### src/rtl/auth_msg_receiver.sv
// Far-end receiver for the authentication message stream: captures a packed
// message, unpacks and checks it, hands it to a sink, then acks the sender.
module auth_msg_receiver #(
  parameter int          MSG_LEN     = 160,
  parameter int          PAY_W       = 96,
  parameter int          TIMEOUT_CYC = 1024,
  parameter logic [7:0]  PROTO_VER   = 8'h01
) (
  input  logic               clk,
  input  logic               reset,
  input  logic [MSG_LEN-1:0] auth_msg_in,
  input  logic               auth_msg_ready,
  input  logic               usb_framed,
  output logic               Ack_out,
  output logic               msg_valid,
  input  logic               msg_accept,
  output logic [7:0]         bmRequestType,
  output logic [7:0]         bRequest,
  output logic [15:0]        wLength,
  output logic [31:0]        header,
  output logic [PAY_W-1:0]   payload,
  output logic               err_version,
  output logic               err_type,
  output logic               err_length,
  output logic               err_timeout,
  output logic               busy
);
  localparam logic [15:0] LEN_MAX = 16'(4 + PAY_W/8);
  localparam logic [15:0] T_LAST  = 16'(TIMEOUT_CYC - 1);

  typedef enum logic [2:0] {IDLE, CHECK, DELIVER, ACK, WAIT_DROP} state_t;
  state_t state, state_nx;

  logic        framed;
  logic [15:0] timer;
  logic        bad_ver, bad_type, bad_len, any_bad, capture, expire;

  always_comb begin
    bad_ver  = header[31:24] != PROTO_VER;
    bad_type = !(header[23:16] inside {8'h01, 8'h02, 8'h03, 8'h7F, 8'h81, 8'h82, 8'h83});
    bad_len  = framed && ((wLength < 16'd4) || (wLength > LEN_MAX) ||
                          !(bRequest inside {8'h18, 8'h19}) ||
                          !(bmRequestType inside {8'h01, 8'h81}));
  end

  assign any_bad = bad_ver | bad_type | bad_len;
  assign capture = (state == IDLE) && auth_msg_ready;
  // an accept on the final timer cycle wins over the timeout
  assign expire  = (state == DELIVER) && !msg_accept && (timer == T_LAST);

  always_comb begin
    state_nx = state;
    case (state)
      IDLE:      if (auth_msg_ready) state_nx = CHECK;
      CHECK:     state_nx = any_bad ? ACK : DELIVER;
      DELIVER:   if (msg_accept || expire) state_nx = ACK;
      ACK:       state_nx = WAIT_DROP;
      WAIT_DROP: if (!auth_msg_ready) state_nx = IDLE;
      default:   state_nx = IDLE;
    endcase
  end

  always_ff @(posedge clk or negedge reset)
    if (!reset) state <= IDLE;
    else        state <= state_nx;

  always_ff @(posedge clk or negedge reset) begin
    if (!reset) begin
      framed        <= 1'b0;
      bmRequestType <= '0;
      bRequest      <= '0;
      wLength       <= '0;
      header        <= '0;
      payload       <= '0;
    end else if (capture) begin
      framed        <= usb_framed;
      bmRequestType <= usb_framed ? auth_msg_in[MSG_LEN-1 -: 8]  : 8'h00;
      bRequest      <= usb_framed ? auth_msg_in[MSG_LEN-9 -: 8]  : 8'h00;
      wLength       <= usb_framed ? auth_msg_in[PAY_W+15 -: 16] : 16'h0000;
      header        <= usb_framed ? auth_msg_in[MSG_LEN-17 -: 32] : auth_msg_in[PAY_W+31 -: 32];
      payload       <= auth_msg_in[PAY_W-1:0];
    end
  end

  always_ff @(posedge clk or negedge reset) begin
    if (!reset) begin
      err_version <= 1'b0;
      err_type    <= 1'b0;
      err_length  <= 1'b0;
      err_timeout <= 1'b0;
    end else if (capture) begin
      err_version <= 1'b0;
      err_type    <= 1'b0;
      err_length  <= 1'b0;
      err_timeout <= 1'b0;
    end else if (state == CHECK) begin
      err_version <= bad_ver;
      err_type    <= bad_type;
      err_length  <= bad_len;
    end else if (expire) begin
      err_timeout <= 1'b1;
    end
  end

  always_ff @(posedge clk or negedge reset)
    if (!reset)                 timer <= '0;
    else if (state == CHECK)    timer <= '0;
    else if (state == DELIVER)  timer <= timer + 16'd1;

  assign msg_valid = (state == DELIVER);
  assign Ack_out   = (state == ACK);
  assign busy      = (state != IDLE);
endmodule

### config.mk
export PLATFORM = sky130hd
export DESIGN_NAME = auth_msg_receiver
export DESIGN_NICKNAME = d
export VERILOG_FILES = /design/src/rtl/auth_msg_receiver.sv
export SDC_FILE = /design/constraint.sdc
export NUM_CORES = 1
export LEC_CHECK = 0
export CORE_ASPECT_RATIO = 1.25
export CORE_MARGIN = 5
export CORE_UTILIZATION = 38
export CTS_CLUSTER_DIAMETER = 150
export DETAILED_ROUTE_END_ITERATION = 10
export GPL_ROUTABILITY_DRIVEN = 0
export PLACE_DENSITY_LB_ADDON = 0.08
export SLEW_MARGIN = 20
export SYNTH_ARGS = -nofsm -noshare
export SYNTH_HDL_FRONTEND = slang
export SYNTH_SLANG_ARGS = --single-unit
### constraint.sdc
create_clock -name clk -period 1.7 [get_ports clk]
set_input_delay 0.34 -clock clk [delete_from_list [all_inputs] [get_ports clk]]
set_output_delay 0.34 -clock clk [all_outputs]
set_load 0.01 [all_outputs]
==> impl_results.md <==
* Outcome: finished, violations left
* Violated checks: setup timing
* Top_reg_cell synth: dfrtp_1
* Critical path class: flip-flop to flip-flop
* Syn Area/Cell at a little over 9 um2
* Peak supply drop at a little over 0.8 mV
* Most instantiated cells after synthesis: nand2_1 (365), dfrtp_1 (184), a21oi_1 (45), nor2_1 (45)
* Total track usage at 21.9%
* CTS root buf: clkbuf_16
* Antenna-violating nets left at 0
* Worst Clk Skew at around 0.011 ns
* Vias at 7262
* # rows at 58
* Syn nets at approximately 1000
* Top-count cell post-synth: nand2_1
* Crit path launch type: flip-flop
* Placeable Area at 0.0200 mm2
* Drt total wl at 26700 um
* Final setup vio count at 177
* Pre-CTS setup slack at -0.141 ns
* First-pass GRT wire length at 39200 um
* Post-Syn Instances at 833
* Largest area contributor in the netlist: dfrtp_1
* Ys Warns at 0
* IO Pins at about 330
* Sequential-to-total area share from yosys stat at between 60% and 70%
* Synthesis-to-layout area growth at 74.1%
* Worst EP arrival at 2.26 ns
* CTS clock-pin slew for the worst setup and hold paths at 0.07 ns
* Iteration-0 DRC Markers at 270
* Die Wd at around 140 um
* Worst-margin pin slew at 0.448 ns
* Synth top area share at 60.4%
* Core Util, Final at 66.4%
* Hold/Removal Path Class: primary input to flip-flop
* Htree depth at 4
* Period utilization at 113%
* CTS Sinks at 184
* Via-to-Cell Ratio at 4.80
* Unique cell type count in the Yosys netlist at 42
* Leakage Power at 7.04 nW
* Cell Area, Synth at approximately 0.0076 mm2
* Drt first pass iters at 5
* Setup TNS at -15.88 ns
* Crit Reg-Reg Endpoint: timer[8]$_DFFE_PN0N_
* Max Fclk at 522 MHz
* CTS max path bufs at 2
* Vias in the first global route at 7259
* TritonCTS Buffers at 17
* Drt wl/cell at about 18 um
* PwrDens at 1650 mW/mm2
* CP Capture Type: flip-flop
* Post-synth EDFFs at 0
* Initial Utilization at a little under two fifths
* Initial antenna violation count at 1
* CP Launch Point: state[1]$_DFFE_PN0P_
* RR Startpoint: state[1]$_DFFE_PN0P_
* Critical Path End: timer[8]$_DFFE_PN0N_
* Pin count of the biggest net entering global routing at 46
* HPWL after detailed placement at 18800 um
* Reg2Reg Depth at 6
* Worst hold slack at 0.395 ns
* PortBufs at 331
* Final hold vios at 0
* R2R setup slack at -0.22 ns
* Final Max Tran Viols at 0
* RSZ-0062 raised after global routing: true
* Clk_lat worst skew at 0.44 ns
* Max-Slew Margin vs Limit at 69.7%
* Min-delay src: usb_framed
* WP data required at 2.05 ns
* Final Critical Period at 1.92 ns
* Share of cells above drive strength 1 at 18.3%
* Synth top area cells: dfrtp_1 (60%), nand2_1 (18%), mux2i_1 (4.3%), a21oi_1 (3.0%), nand3_1 (2.4%)
* Maxcap violations at 0
* Total grt overflow at 0
* Yosys reg bits at 184
* Drc violations at 0
* NumNets Final at 1394
* CTS tree: yes
* Ys async rst share at 100%
* Full die area at between 0.02 and 0.025 mm2
* Die height at around 170 um
* Final worst slack at -0.215 ns
* Crit-path max FO at 6
==> cells in the final DEF, fill, tap and decap left out, types with 3 or more instances in the layout <==
cell type / netlist / layout
buf_6: 1 / 23
o21ai_0: 13 / 10
o21ai_1: 0 / 3
nor2_1: 45 / 43
bufinv_16: 0 / 4
buf_8: 0 / 3
a21oi_2: 0 / 3
nand2_1: 365 / 298
clkinv_4: 0 / 3
buf_4: 0 / 40
buf_12: 0 / 19
a21oi_1: 45 / 42
nand3_1: 36 / 30
nand4_1: 7 / 7
clkdlybuf4s50_1: 0 / 171
dlygate4sd2_1: 0 / 104
o31ai_1: 3 / 3
mux2i_1: 33 / 33
inv_6: 0 / 4
clkbuf_16: 0 / 25
or3_1: 7 / 5
inv_1: 5 / 3
nand3_2: 0 / 6
or3_4: 0 / 3
dlymetal6s2s_1: 0 / 51
dfrtp_1: 184 / 182
nand2_4: 0 / 7
nor4_1: 7 / 6
nand2_2: 0 / 60
==> cell type report <==
cell class | instances | area (um2)
antenna | 1 | 2.50
clock buffer | 18 | 429
inverter | 5 | 18.8
fill | 1629 | 6700
multi-input combinational | 596 | 3150
tap | 270 | 338
timing repair buffer | 424 | 4510
sequential | 184 | 4610
clock inverter | 14 | 209
==> worst min path at each step <==
stage	to	slack, ns	cells past startpoint
2_1_floorplan	bRequest[0]$_DFFE_PN0P_	0.04	0
3_3_place_gp	timer[4]$_DFFE_PN0N_	0.32	1
3_5_place_dp	timer[4]$_DFFE_PN0N_	0.32	1
4_1_cts	header[9]$_DFFE_PN0P_	0.37	3
5_1_grt	header[29]$_DFFE_PN0P_	0.40	3
6_report	header[9]$_DFFE_PN0P_	0.40	3
==> cells by family after synthesis <==
group                    count (synthesis)  synth area share (%)
flip-flops                             184                  60.4
AND/OR/NAND/NOR                        489                  26.7
XOR/XNOR                                 3                 0.444
AO/OA/AOI/OAI                           70                  5.08
adder cells (fa/ha/maj)                  1                 0.164
buffers and inverters                   53                  2.79
multiplexers                            33                  4.34
==> registers in the layout, summed over array words and instances, names as in the netlist <==
signal / count
timer: 16
bmRequestType: 8
wLength: 16
err_type: 1
err_length: 1
err_version: 1
state: 3
err_timeout: 1
header: 32
payload: 96
framed: 1
bRequest: 8
==> worst max-delay path, cell delays in order, from the launching register on <==
cell	delay (ns)
dfrtp_1	0.41
buf_6	0.14
xor2_4	0.16
or4b_4	0.49
buf_6	0.15
or3_4	0.33
a21oi_2	0.15
==> power breakdown <==
part / leakage [nW] / total, W / switching, W / internal [W]
clock network: 0.314 / 0.00433 / 0.00183 / 0.00251
registers: 2.28 / 0.00748 / 0.00117 / 0.00631
logic: 4.44 / 0.0101 / 0.00501 / 0.00507
total: 7.04 / 0.0219 / 0.00800 / 0.0139
==> per-stage QoR <==
| stage | instance area (um2) | total power (W) | cells |
|---|---|---|---|
| after floorplan | 7650 | 0.0113 | 833 |
| after global placement | 11700 | 0.0173 | 1445 |
| after detailed placement | 11700 | 0.0174 | 1445 |
| after CTS | 12400 | 0.0212 | 1491 |
| after global routing | 13300 | 0.0234 | 1512 |
| final | 13300 | 0.0219 | 1512 |
==> per-layer routing <==
layer,vias up,global-route usage (%),wire [um]
li1,3503,-,-
met1,3458,24.8,9850
met2,253,37.8,13800
met3,48,7.53,2190
met4,0,8.29,885
met5,-,0,0
==> what timing repair did <==
action	CTS	global route
hold endpoints to repair	39	0
hold buffers	1	0
buffers inserted	13	10
endpoints found under the setup margin	118	231
pin swaps	8	32
gates cloned	0	10
gates resized for setup	138	170
(Power assumes the default switching activity.)
